File: config.mk
export PLATFORM = sky130hd
export DESIGN_NAME = muldiv_unit
export DESIGN_NICKNAME = d
export VERILOG_FILES = /design/src/rtl/riscv_m_defs.sv /design/src/rtl/muldiv_sign_fix.sv /design/src/rtl/muldiv_unit.sv
export SDC_FILE = /design/constraint.sdc
export NUM_CORES = 1
export LEC_CHECK = 0
export ABC_AREA = 1
export CORE_MARGIN = 2
export CORE_UTILIZATION = 25
export CTS_BUF_LIST = sky130_fd_sc_hd__clkbuf_4
export DETAILED_ROUTE_END_ITERATION = 12
export GPL_TIMING_DRIVEN = 0
export HOLD_SLACK_MARGIN = 0.15
export MAX_ROUTING_LAYER = met4
export PLACE_DENSITY = 0.49
export SLEW_MARGIN = 5
export SYNTH_ARGS = -nofsm -noshare
export SYNTH_HDL_FRONTEND = slang
export SYNTH_SLANG_ARGS = --single-unit
File: constraint.sdc
create_clock -name clk -period 8.16 [get_ports clk]
set_clock_uncertainty 0.15 [all_clocks]
set_input_delay 1.632 -clock clk [delete_from_list [all_inputs] [get_ports clk]]
set_output_delay 1.632 -clock clk [all_outputs]
set_load 0.01 [all_outputs]
File: src/rtl/riscv_m_defs.sv
// Shared M-extension definitions: func3 op codes, M-type func7 and FSM states.
package riscv_m_defs;

    localparam logic [6:0] FUNC7_M   = 7'b0000001;

    localparam logic [2:0] F3_MUL    = 3'b000;
    localparam logic [2:0] F3_MULH   = 3'b001;
    localparam logic [2:0] F3_MULHSU = 3'b010;
    localparam logic [2:0] F3_MULHU  = 3'b011;
    localparam logic [2:0] F3_DIV    = 3'b100;
    localparam logic [2:0] F3_DIVU   = 3'b101;
    localparam logic [2:0] F3_REM    = 3'b110;
    localparam logic [2:0] F3_REMU   = 3'b111;

    typedef enum logic [1:0] {
        ST_IDLE = 2'd0,
        ST_CALC = 2'd1,
        ST_DONE = 2'd2
    } state_e;

    function automatic logic op_is_div(input logic [2:0] f3);
        return f3[2];
    endfunction

    function automatic logic op_is_rem(input logic [2:0] f3);
        return f3[2] & f3[1];
    endfunction

    function automatic logic a_is_signed(input logic [2:0] f3);
        return (f3 == F3_MULH) || (f3 == F3_MULHSU) || (f3 == F3_DIV) || (f3 == F3_REM);
    endfunction

    function automatic logic b_is_signed(input logic [2:0] f3);
        return (f3 == F3_MULH) || (f3 == F3_DIV) || (f3 == F3_REM);
    endfunction

endpackage

File: src/rtl/muldiv_sign_fix.sv
// Operand magnitude extraction before iteration and sign restoration / result
// selection after it. Purely combinational.
module muldiv_sign_fix
    import riscv_m_defs::*;
#(
    parameter int WIDTH = 32
) (
    input  logic [2:0]         func3_i,
    input  logic [WIDTH-1:0]   op_a_i,
    input  logic [WIDTH-1:0]   op_b_i,
    output logic [WIDTH-1:0]   mag_a_o,
    output logic [WIDTH-1:0]   mag_b_o,
    output logic               sign_a_o,
    output logic               sign_b_o,
    input  logic [2:0]         op_sel_i,
    input  logic               neg_a_i,
    input  logic               neg_b_i,
    input  logic [2*WIDTH-1:0] prod_i,
    input  logic [WIDTH-1:0]   quot_i,
    input  logic [WIDTH-1:0]   rem_i,
    output logic [WIDTH-1:0]   res_o
);

    logic [2*WIDTH-1:0] prod_fix;

    // Signs only count for operands the op treats as signed; magnitudes follow.
    always_comb begin
        sign_a_o = a_is_signed(func3_i) & op_a_i[WIDTH-1];
        sign_b_o = b_is_signed(func3_i) & op_b_i[WIDTH-1];
        mag_a_o  = sign_a_o ? -op_a_i : op_a_i;
        mag_b_o  = sign_b_o ? -op_b_i : op_b_i;
    end

    // Full product is negated before the high half is picked so borrows propagate.
    always_comb begin
        prod_fix = (neg_a_i ^ neg_b_i) ? -prod_i : prod_i;
        res_o    = '0;
        case (op_sel_i)
            F3_MUL:                        res_o = prod_fix[WIDTH-1:0];
            F3_MULH, F3_MULHSU, F3_MULHU:  res_o = prod_fix[2*WIDTH-1:WIDTH];
            F3_DIV, F3_DIVU:               res_o = (neg_a_i ^ neg_b_i) ? -quot_i : quot_i;
            default:                       res_o = neg_a_i ? -rem_i : rem_i;
        endcase
    end

endmodule

File: src/rtl/muldiv_unit.sv
// Iterative RISC-V M-extension unit: shift-add multiply and restoring divide,
// one bit per cycle, sharing one accumulator and operand register.
module muldiv_unit
    import riscv_m_defs::*;
#(
    parameter int WIDTH = 32
) (
    input  logic             clk,
    input  logic             rst,
    input  logic             start,
    input  logic [2:0]       func3,
    input  logic [WIDTH-1:0] op_a,
    input  logic [WIDTH-1:0] op_b,
    output logic             busy,
    output logic             done,
    output logic [WIDTH-1:0] result
);

    localparam int              CW       = $clog2(WIDTH + 1);
    localparam logic [CW-1:0]   CNT_LOAD = CW'(WIDTH);
    localparam logic [WIDTH-1:0] MOST_NEG = {1'b1, {(WIDTH-1){1'b0}}};

    state_e               state_q, state_d;
    logic [CW-1:0]        cnt_q, cnt_d;
    logic [2:0]           func3_q, func3_d;
    logic                 sign_a_q, sign_a_d, sign_b_q, sign_b_d;
    logic [WIDTH-1:0]     opr_q, opr_d;
    logic [2*WIDTH-1:0]   acc_q, acc_d;
    logic [WIDTH-1:0]     rem_q, rem_d;
    logic [WIDTH-1:0]     result_q, result_d;

    logic [WIDTH-1:0]     mag_a, mag_b, fixed_res;
    logic                 sign_a, sign_b;
    logic [WIDTH:0]       mul_sum;
    logic [2*WIDTH-1:0]   mul_next;
    logic [WIDTH:0]       div_shift;
    logic                 div_ok;
    logic [WIDTH-1:0]     div_rem_next;
    logic [2*WIDTH-1:0]   div_acc_next;
    logic                 div_zero, div_ovf;

    muldiv_sign_fix #(.WIDTH(WIDTH)) u_sign_fix (
        .func3_i  (func3),
        .op_a_i   (op_a),
        .op_b_i   (op_b),
        .mag_a_o  (mag_a),
        .mag_b_o  (mag_b),
        .sign_a_o (sign_a),
        .sign_b_o (sign_b),
        .op_sel_i (func3_q),
        .neg_a_i  (sign_a_q),
        .neg_b_i  (sign_b_q),
        .prod_i   (mul_next),
        .quot_i   (div_acc_next[WIDTH-1:0]),
        .rem_i    (div_rem_next),
        .res_o    (fixed_res)
    );

    // One iteration of each algorithm; the FSM picks which one is committed.
    // Multiply: multiplier sits in the low half and shifts out LSB-first.
    // Divide: dividend sits in the low half and shifts out MSB-first into the
    // WIDTH+1-bit partial remainder; quotient bits shift in at the bottom.
    always_comb begin
        mul_sum      = {1'b0, acc_q[2*WIDTH-1:WIDTH]} + (acc_q[0] ? {1'b0, opr_q} : '0);
        mul_next     = {mul_sum, acc_q[WIDTH-1:1]};
        div_shift    = {rem_q, acc_q[WIDTH-1]};
        div_ok       = (div_shift >= {1'b0, opr_q});
        div_rem_next = div_ok ? (div_shift[WIDTH-1:0] - opr_q) : div_shift[WIDTH-1:0];
        div_acc_next = {acc_q[2*WIDTH-1:WIDTH], acc_q[WIDTH-2:0], div_ok};
        div_zero     = op_is_div(func3) && (op_b == '0);
        div_ovf      = op_is_div(func3) && b_is_signed(func3) && (op_a == MOST_NEG) && (op_b == '1);
    end

    // Next-state and datapath control.
    always_comb begin
        state_d  = state_q;
        cnt_d    = cnt_q;
        func3_d  = func3_q;
        sign_a_d = sign_a_q;
        sign_b_d = sign_b_q;
        opr_d    = opr_q;
        acc_d    = acc_q;
        rem_d    = rem_q;
        result_d = result_q;
        case (state_q)
            ST_IDLE: begin
                if (start) begin
                    func3_d  = func3;
                    sign_a_d = sign_a;
                    sign_b_d = sign_b;
                    cnt_d    = CNT_LOAD;
                    rem_d    = '0;
                    if (op_is_div(func3)) begin
                        opr_d = mag_b;
                        acc_d = {{WIDTH{1'b0}}, mag_a};
                    end else begin
                        opr_d = mag_a;
                        acc_d = {{WIDTH{1'b0}}, mag_b};
                    end
                    if (div_zero) begin
                        result_d = op_is_rem(func3) ? op_a : '1;
                        state_d  = ST_DONE;
                    end else if (div_ovf) begin
                        result_d = op_is_rem(func3) ? '0 : op_a;
                        state_d  = ST_DONE;
                    end else begin
                        state_d  = ST_CALC;
                    end
                end
            end
            ST_CALC: begin
                if (op_is_div(func3_q)) begin
                    acc_d = div_acc_next;
                    rem_d = div_rem_next;
                end else begin
                    acc_d = mul_next;
                end
                cnt_d = cnt_q - CW'(1);
                if (cnt_q == CW'(1)) begin
                    result_d = fixed_res;
                    state_d  = ST_DONE;
                end
            end
            default: state_d = ST_IDLE;
        endcase
    end

    // State and datapath registers with synchronous reset.
    always_ff @(posedge clk) begin
        if (rst) begin
            state_q  <= ST_IDLE;
            cnt_q    <= '0;
            func3_q  <= '0;
            sign_a_q <= 1'b0;
            sign_b_q <= 1'b0;
            opr_q    <= '0;
            acc_q    <= '0;
            rem_q    <= '0;
            result_q <= '0;
        end else begin
            state_q  <= state_d;
            cnt_q    <= cnt_d;
            func3_q  <= func3_d;
            sign_a_q <= sign_a_d;
            sign_b_q <= sign_b_d;
            opr_q    <= opr_d;
            acc_q    <= acc_d;
            rem_q    <= rem_d;
            result_q <= result_d;
        end
    end

    assign busy   = (state_q == ST_CALC);
    assign done   = (state_q == ST_DONE);
    assign result = result_q;

endmodule
Word level (Yosys, flattened, before mapping)
Index checks and enable logic that the tools add are counted.
{"block": "op_classes", "add_sub_neg": 8, "magnitude_cmp": 1, "eq_ne": 19, "muxes": 30, "bitwise_logic": 4, "n_reduce_logical": 21}
{"op": "2-to-1 mux 32 bit", "n": 16}
{"op": "2-to-1 mux 64 bit", "n": 3}
{"op": "negator 32 bit", "n": 4}
{"op": "one-hot mux 32 bit (2 select lines)", "n": 2}
{"op": "one-hot mux 64 bit (2 select lines)", "n": 1}
{"op": "one-hot mux 32 bit (3 select lines)", "n": 1}
{"op": "== test 32 bit, second input constant", "n": 2}
{"op": "negator 64 bit", "n": 1}
{"op": "adder 32 x 32 -> 33 bit", "n": 1}
{"op": ">= comparator 33 x 32 -> 1 bit", "n": 1}
{"op": "logical NOT 32 bit", "n": 1}
{"op": "subtractor 32 bit", "n": 1}
{"op": "== test 3 bit, second input constant", "n": 4}
{"op": "one-hot mux 6 bit (2 select lines)", "n": 1}
{"op": "== test 3 x 2 -> 1 bit, second input constant", "n": 3}
{"op": "2-to-1 mux 2 bit", "n": 4}
{"op": "== test 3 x 1 -> 1 bit, second input constant", "n": 2}
{"op": "== test 6 x 1 -> 1 bit, second input constant", "n": 1}
{"op": "2-to-1 mux 6 bit", "n": 1}
{"op": "AND reduction 2 bit", "n": 3}
{"op": "AND reduction 3 bit", "n": 2}
{"op": "subtractor 6 x 1 -> 6 bit, second input constant", "n": 1}
{"op": "logical OR 1 bit", "n": 5}
{"op": "logical AND 1 bit", "n": 4}
{"op": "other kinds (14)", "n": 18}
{"block": "totals", "register_bits": 173, "inputBits": 70, "wordCells": 93}

Depth between registers and ports, before layout
Gate-level depths: netlist of the first run.
{"block": "depth", "depth_word": 10, "mapped_depth": 29}

Modules after synthesis
Synthesis of the first run repeated with hierarchy kept, for this count alone.
{"block": "unflattened", "cells_unflattened": 3804, "hier_area_um2": 20709.9}
{"mod": "muldiv_unit", "n_inst": 1, "cells_each": 2344, "area_per_inst_um2": 13925.9}
{"mod": "muldiv_sign_fix", "n_inst": 1, "cells_each": 1460, "area_per_inst_um2": 6784.0}

Least setup slack after synthesis of the first run
No wires, ideal clock.
{"block": "synth_path", "path_kind": "input-to-reg", "start": "input op_b[1]", "end": "register result_q[30], in the netlist result[30]", "arrival_ns": 3.752, "required_time_ns": 7.940, "setup_slack_ns": 4.188, "cell_stages": 16, "path_buffers": 1, "path_cell_list": "inv_1 > ha_1 > nand2_1 > nor2_1 > nand2_1 > nor3_2 > nand2_1 > or3b_1 > nor3b_2 > inv_1 > clkbuf_1 > o21ai_0 > o21ai_0 > a21oi_1 > nand2_1 > a21oi_2"}
{"block": "synth_between", "elab_chain_cells": 5, "word_cells_on_any_way": 9}
{"element": "from (decl)", "line_no": "muldiv_unit.sv:13", "rtl": "input logic [WIDTH-1:0] op_b,"}
{"element": "logical NOT 32 bit", "line_no": "muldiv_unit.sv:70", "rtl": "div_zero = op_is_div(func3) && (op_b == '0);"}
{"element": "logical AND 1 bit", "line_no": "muldiv_unit.sv:70"}
{"element": "2-to-1 mux 32 bit", "line_no": "muldiv_unit.sv:100", "rtl": "if (div_zero) begin"}
{"element": "2-to-1 mux 32 bit", "line_no": "muldiv_unit.sv:87", "rtl": "if (start) begin"}
{"element": "one-hot mux 32 bit (2 select lines)", "line_no": "muldiv_unit.sv:85", "rtl": "case (state_q)"}
{"element": "to (signal assigned)", "line_no": "muldiv_unit.sv:149", "rtl": "result_q <= result_d;"}
{"element": "to (decl)", "line_no": "muldiv_unit.sv:30", "rtl": "logic [WIDTH-1:0] result_q, result_d;"}
Several ways; a longest one is shown, not always the timed one. The select of a mux whose other input is x is not followed.
A chain may end at the register's enable or synchronous reset.

Worst setup path after layout of the first run
{"block": "layout_path", "start": "register opr_q[7]", "end": "register result_q[24], in the netlist result[24]"}
{"block": "layout_between", "elab_chain_cells": 7, "word_cells_on_any_way": 14}
{"element": "from (decl)", "line_no": "muldiv_unit.sv:27", "rtl": "logic [WIDTH-1:0] opr_q, opr_d;"}
{"element": "from (signal assigned)", "line_no": "muldiv_unit.sv:146", "rtl": "opr_q <= opr_d;"}
{"element": "2-to-1 mux 32 bit (tied with other cells)", "line_no": "muldiv_unit.sv:64", "rtl": "mul_sum = {1'b0, acc_q[2*WIDTH-1:WIDTH]} + (acc_q[0] ? {1'b0, opr_q} : '0);"}
{"element": "adder 32 x 32 -> 33 bit or 2-to-1 mux 32 bit (tied branches)", "line_no": "muldiv_unit.sv:64, muldiv_unit.sv:68"}
{"element": "negator 64 bit or negator 32 bit (tied branches)", "line_no": "muldiv_sign_fix.sv:36, muldiv_sign_fix.sv:42"}
{"element": "2-to-1 mux 64 bit or 2-to-1 mux 32 bit (tied branches)", "line_no": "muldiv_sign_fix.sv:36, muldiv_sign_fix.sv:42"}
{"element": "one-hot mux 32 bit (3 select lines) *", "line_no": "muldiv_sign_fix.sv:38", "rtl": "case (op_sel_i)"}
{"element": "2-to-1 mux 32 bit *", "line_no": "muldiv_unit.sv:119", "rtl": "if (cnt_q == CW'(1)) begin"}
{"element": "one-hot mux 32 bit (2 select lines) *", "line_no": "muldiv_unit.sv:85"}
Mark *: on every way between the ends. The rest lies on a longest branch, timed or not. The select of a mux whose other input is x is not followed.

==> impl_metrics.json, run 1 <==
{
  "dieArea_mm2": 0.07836,
  "insertion_delay_ps": 820,
  "avgViaCountPerCell": 5.099,
  "clockBufferDepth": 2,
  "dr.pass1.iters": 8,
  "wl_per_cell_um": 21.29,
  "synthDistinctLibCells": 63,
  "grt_util_all_layers_pct": 24.93,
  "yosys_warnings": 0,
  "worst_pin_slew_ps": 1319,
  "min_period_ps": 5558,
  "nets": 3669,
  "fillers": 8746,
  "final_cell_area_mm2": 0.02152,
  "fin_crit_sh_pct": 68.12,
  "post_cts_buffers": 0,
  "required_ps": 8690,
  "slowest_delay_ps": 760,
  "worstSetupPathType": "reg -> reg",
  "drive_above_1_share_pct": 3.901,
  "crit_arrival_ps": 6090,
  "drt-total-wl_mm": 96.21,
  "place_hpwl_mm": 80.59,
  "power_density_mw_per_mm2": 293.1,
  "finalSetupViolations": 0,
  "critPathLaunchType": "flip-flop",
  "postCtsHoldBufs": 0,
  "synth_edf_count": 0,
  "num_rows": 101,
  "cts_root_buffer": "clkbuf_4",
  "end_kind": "flip-flop",
  "hold_viol_final": 0,
  "synth.avg_cell_area_um2": 5.590,
  "cts_buffers": 17,
  "grt_pass1_vias": 21500,
  "crit_path_max_fanout": 10,
  "syn_nets": 3549,
  "cts_tree": "done",
  "worst_slack_ps": 2602,
  "grt_pass1_wl_mm": 139.8,
  "vias": 23040,
  "grt_max_degree": 17,
  "gp_congestion": 1.034,
  "dp.cells": 4484,
  "place_ws_ps": 2578,
  "io_pins": 104,
  "portBuffers": 101,
  "syn_area_mm2": 0.01903,
  "antenna_found_initial": 1,
  "cts_sinks": 173,
  "drtAntennaViolNets": 0,
  "seq_area_frac_synth_pct": 18.19,
  "cts.htree.levels": 4,
  "die_h_um": 279.9,
  "outcome": "finished, final reports clean",
  "synthFlopType": "dfxtp_1",
  "fin_util_pct": 28.43,
  "grt-ovfl-total": 0,
  "clkTransAtPathRegs_ps": 180,
  "synth-seq-cells": 173,
  "p_leak_nw": 9.991,
  "syn-instance-count": 3405,
  "drtIter0Drc": 2280,
  "cpMostUsedCell": "nand2_1",
  "drc": 0,
  "path_cells": "inv_1, ha_1, nand2_1, nor2_2, nand3_1, nor2_1, nand2_2, nor2_4, nor2_4, nand2_8, inv_4, buf_6, buf_6, ha_1, nor2_1, clkbuf_1, nand2_1, nand4_1, o31ai_1, nor3_1, nand2_1, nand2_1, a21oi_1",
  "relSlewSlack_pct": 11.71,
  "cts_resized": 0,
  "dieWidth_um": 279.9,
  "vdd_drop_max_uv": 114.6,
  "start_util_pct": 25.15,
  "rsz0062_at_grt": "no",
  "worst_path_max_delay_cell": "dfxtp_1",
  "final_max_slew_viol_count": 0,
  "hold_ws_ps": 328.7,
  "synthArstFlopShare_pct": 0,
  "post_dp_cell_area_mm2": 0.02127,
  "timing.fmax_ghz": 0.1799,
  "cap_violations": 0,
  "core_area_mm2": 0.07570,
  "tns_ps": 0,
  "min_path_type": "reg -> reg",
  "finalPower_mw": 6.308,
  "syn_to_final_growth_pct": 13.07,
  "layout.cells.non_filler": 4518
}
logic make-up (layout without fill, tap and decap cells):
group           count (synthesis)  in the layout  share of synthesized area (%)
xor+xnor                       78             78                          3.589
fa+ha+maj                      79             79                          5.206
flops                         173            173                          18.19
buf+inv                       601            734                          12.27
compound gates                646            646                          20.04
simple gates                 1828           1828                          40.70
other cells                     0              2                              0
synthesized netlist by cell type, types with 13 or more instances:
cell | n | area (um^2)
a31oi_1 | 14 | 87.58
o21ai_0 | 192 | 960.9
inv_1 | 453 | 1700
xor2_1 | 64 | 560.5
nand2_2 | 28 | 175.2
dfxtp_1 | 173 | 3463
nand2_1 | 1050 | 3941
nor2_1 | 322 | 1209
nand3_1 | 254 | 1271
o221ai_1 | 13 | 113.9
ha_1 | 72 | 900.9
clkbuf_1 | 110 | 412.9
nor2_2 | 13 | 81.33
xnor2_1 | 14 | 122.6
o211ai_1 | 41 | 307.8
a221oi_1 | 51 | 446.7
nor3_1 | 41 | 205.2
a21oi_1 | 256 | 1281
nand4_1 | 57 | 356.6
final timing paths:
kind	startpoint	to	slack (ps)	cells past startpoint
worst max-delay path	opr_q[7]	result[24]	2600	23
worst min-delay path	cnt_q[1]	cnt_q[1]	330	2
worst max register to register	opr_q[7]	result[24]	2600	23
worst min register to register	cnt_q[1]	cnt_q[1]	330	2
power breakdown:
part           internal, mW  switching, mW
logic                  1.28           3.21
clock network         0.133          0.394
registers              1.03          0.261
sequential cells by signal, summed over array words and instances (netlist names):
signal / count
sign_b_q: 1
cnt_q: 6
rem_q: 32
result: 32
opr_q: 32
state_q: 2
func3_q: 3
sign_a_q: 1
acc_q: 64
placed cells by master (no fill, tap or decap), types with 51 or more instances in the layout:
cell,netlist,routed
a221oi_1,51,51
clkdlybuf4s50_1,0,101
nor2_1,322,322
nand2_1,1050,1050
xor2_1,64,64
dfxtp_1,173,173
a21oi_1,256,256
nand3_1,254,254
ha_1,72,72
clkbuf_1,110,110
nand4_1,57,57
inv_1,453,453
o21ai_0,192,192
routing by layer:
| layer | global-route usage [%] | wire length (um) | up-vias | share of wire (%) |
|---|---|---|---|---|
| li1 | - | - | 11410 | - |
| met1 | 32.10 | 42490 | 10590 | 44 |
| met2 | 39.30 | 42940 | 901 | 45 |
| met3 | 2.736 | 6179 | 130 | 6.4 |
| met4 | 11.11 | 4600 | 0 | 4.8 |
| met5 | - | 0 | - | 0 |
worst max-delay path: cells and delay by family (launching register included):
kind	cells	cell delay, ps
AND/OR/NAND/NOR	14	2750
buffers and inverters	5	1010
flip-flops	1	760
adder cells (fa/ha/maj)	2	590
AO/OA/AOI/OAI	2	150
area by class of cell:
| cell class | count | area, um^2 | area share (%) |
|---|---|---|---|
| Buffer | 136 | 586.8 | 2.727 |
| Multi-Input combinational cell | 2631 | 13240 | 61.50 |
| Timing Repair Buffer | 101 | 1011 | 4.697 |
| Sequential cell | 173 | 3463 | 16.09 |
| Clock inverter | 13 | 105.1 | 0.4883 |
| Tap cell | 978 | 1224 | 5.686 |
| Inverter | 465 | 1748 | 8.122 |
| Clock buffer | 19 | 142.6 | 0.6628 |
| Antenna cell | 2 | 5.005 | 0.02325 |
Note: power is estimated with default switching activity, not from simulation.
==> inputs of run 2 (changes only) <==
==> constraint.sdc (replaced) <==
create_clock -name clk -period 5.4 [get_ports clk]
set_clock_uncertainty 0.15 [all_clocks]
set_input_delay 1.08 -clock clk [delete_from_list [all_inputs] [get_ports clk]]
set_output_delay 1.08 -clock clk [all_outputs]
set_load 0.01 [all_outputs]
==> run 2 against run 1 <==
Combinational power grew 51%. Sequential share of layout area about the same. Global-route usage stayed put. Power grew 51%. Clock power is 51% higher. Non-clock buffer count decreased by 1. Critical path depth is the same. Routed wire length shrank 0.12%. Flip-flop and latch count unchanged. Critical path type unchanged. Critical endpoint unchanged. Largest cell class unchanged. Highest routed layer unchanged.
==> impl_metrics.json, run 2 (synthesized netlist as in run 1, its figures left out) <==
{
  "timing.fmax_ghz": 0.1936,
  "p_int_mw": 3.694,
  "critPathLaunchType": "flip-flop",
  "finalSetupViolations": 0,
  "rsz0062_at_grt": "no",
  "worst_slack_ps": 235.0,
  "die_h_um": 279.9,
  "portBuffers": 101,
  "outcome": "finished, final reports clean",
  "hold_viol_final": 0,
  "antenna_found_initial": 1,
  "drive_above_1_share_pct": 4.015,
  "vdd_drop_max_uv": 172.4,
  "cap_violations": 0,
  "num_rows": 101,
  "relSlewSlack_pct": 15.32,
  "cts.htree.levels": 4,
  "cts_buffers": 17,
  "start_util_pct": 25.15,
  "worstSetupPathType": "reg -> reg",
  "nets": 3668,
  "grt_pass1_wl_mm": 139.8,
  "dieWidth_um": 279.9,
  "fin_crit_sh_pct": 95.65,
  "fin_util_pct": 28.44,
  "drtAntennaViolNets": 0,
  "clkTransAtPathRegs_ps": 160,
  "vias": 23040,
  "cts_sinks": 173,
  "post_cts_buffers": 0,
  "final_max_slew_viol_count": 0,
  "required_ps": 5930,
  "mostFrequentLayoutCells": "nand2_1 (1,050), inv_1 (453), nor2_1 (321), a21oi_1 (256), nand3_1 (254)",
  "clockBufferDepth": 2,
  "final_common_cell": "nand2_1",
  "grt_util_all_layers_pct": 24.93,
  "grt_max_degree": 17,
  "wl_per_cell_um": 21.27,
  "crit_arrival_ps": 5690,
  "grt_pass1_vias": 21500,
  "p_sw_mw": 5.832,
  "drt-total-wl_mm": 96.09,
  "hold_start": "acc_q[58]",
  "end_kind": "flip-flop",
  "worst_pin_slew_ps": 1266,
  "seq_power_share_pct": 20.6,
  "dr.pass1.iters": 8,
  "place_hpwl_mm": 80.59,
  "cts_tree": "done",
  "core_area_mm2": 0.07570,
  "grt-ovfl-total": 0,
  "drtIter0Drc": 2271,
  "r2r-start": "opr_q[6]",
  "insertion_delay_ps": 820,
  "place_ws_ps": -21.95,
  "cts_root_buffer": "clkbuf_4",
  "syn_to_final_growth_pct": 13.08,
  "switching_share_pct": 61.22,
  "io_pins": 104,
  "combPwrFrac_pct": 71.0,
  "crit_path_start": "opr_q[6]",
  "avgViaCountPerCell": 5.101,
  "drc": 0,
  "largest_register": "acc_q",
  "power_density_mw_per_mm2": 442.5,
  "min_path_type": "reg -> reg",
  "crit_path_max_fanout": 10,
  "min_period_ps": 5165,
  "layout.cells.non_filler": 4517,
  "power_frac_clock_pct": 8.3,
  "largest_reg_flops": 64,
  "gp_congestion": 1.034,
  "p_leak_nw": 9.993,
  "dieArea_mm2": 0.07836,
  "dp.cells": 4484
}
## run 2: cell count changes in the layout (fill, tap and decap cells not counted)
cell | before | now
clkbuf_1 | 110 | 108
clkbuf_2 | 0 | 1
nor2_1 | 322 | 321
nor2_2 | 13 | 14
dfxtp_2 | 0 | 2
dfxtp_1 | 173 | 171
## run 2: power groups by stage
stage | Clock [mW] | Combinational [mW] | Sequential, mW
after floorplan | 0 | 4.26 | 1.79
after global placement | 0 | 6.62 | 1.96
after detailed placement | 0 | 6.59 | 1.95
after CTS | 0.819 | 6.63 | 1.92
after global routing | 0.857 | 7.35 | 1.98
final | 0.795 | 6.77 | 1.96
## run 2: area by class of cell
class	instances	area, um^2
fill	8743	54170
multi-input combinational	2631	13240
sequential	173	3466
inverter	465	1748
tap	978	1224
timing repair buffer	101	1011
buffer	135	584.3
clock buffer	19	142.6
clock inverter	13	105.1
antenna	2	5.005
## run 2: metal layers
metal	GRT usage (%)	wire [um]
met4	11.11	4719
met3	2.736	5798
met2	39.30	42840
met5	-	0
met1	32.10	42740
## run 2: worst paths after layout
check	end	slack (ps)	cells after the start
hold reg to reg	acc_q[58]	330	2
hold / removal	acc_q[58]	330	2
setup / recovery	result[24]	230	23
setup reg to reg	result[24]	230	23
## run 2: timing repair
item	4_1_cts	5_1_grt
hold buffers	0	0
resized for setup	1	4
setup endpoints to repair	1	8
## run 2: critical path, stage by stage, from the launching register on
cell and delay, ps:
dfxtp_1 730, inv_1 100, ha_1 370, nand2_1 150
nor2_2 210, nand3_1 200, nor2_1 160, nand2_2 80
nor2_4 100, nor2_4 80, nand2_8 130, inv_4 70
buf_6 170, buf_6 180, ha_1 220, nor2_2 370
clkbuf_2 340, nand2_1 90, nand4_1 120, o31ai_1 90
nor3_1 490, nand2_1 270, nand2_1 110, a21oi_1 60
## run 2: stage by stage
stage	total power, mW	TNS (ps)	hold WS [ps]	area, um^2
after floorplan	6.051	0	290.9	19030
after global placement	8.580	-60.05	305.6	21270
after detailed placement	8.549	-21.95	309.4	21270
after CTS	9.374	0	329.7	21520
after global routing	10.19	0	339.8	21520
final	9.525	0	329.0	21520
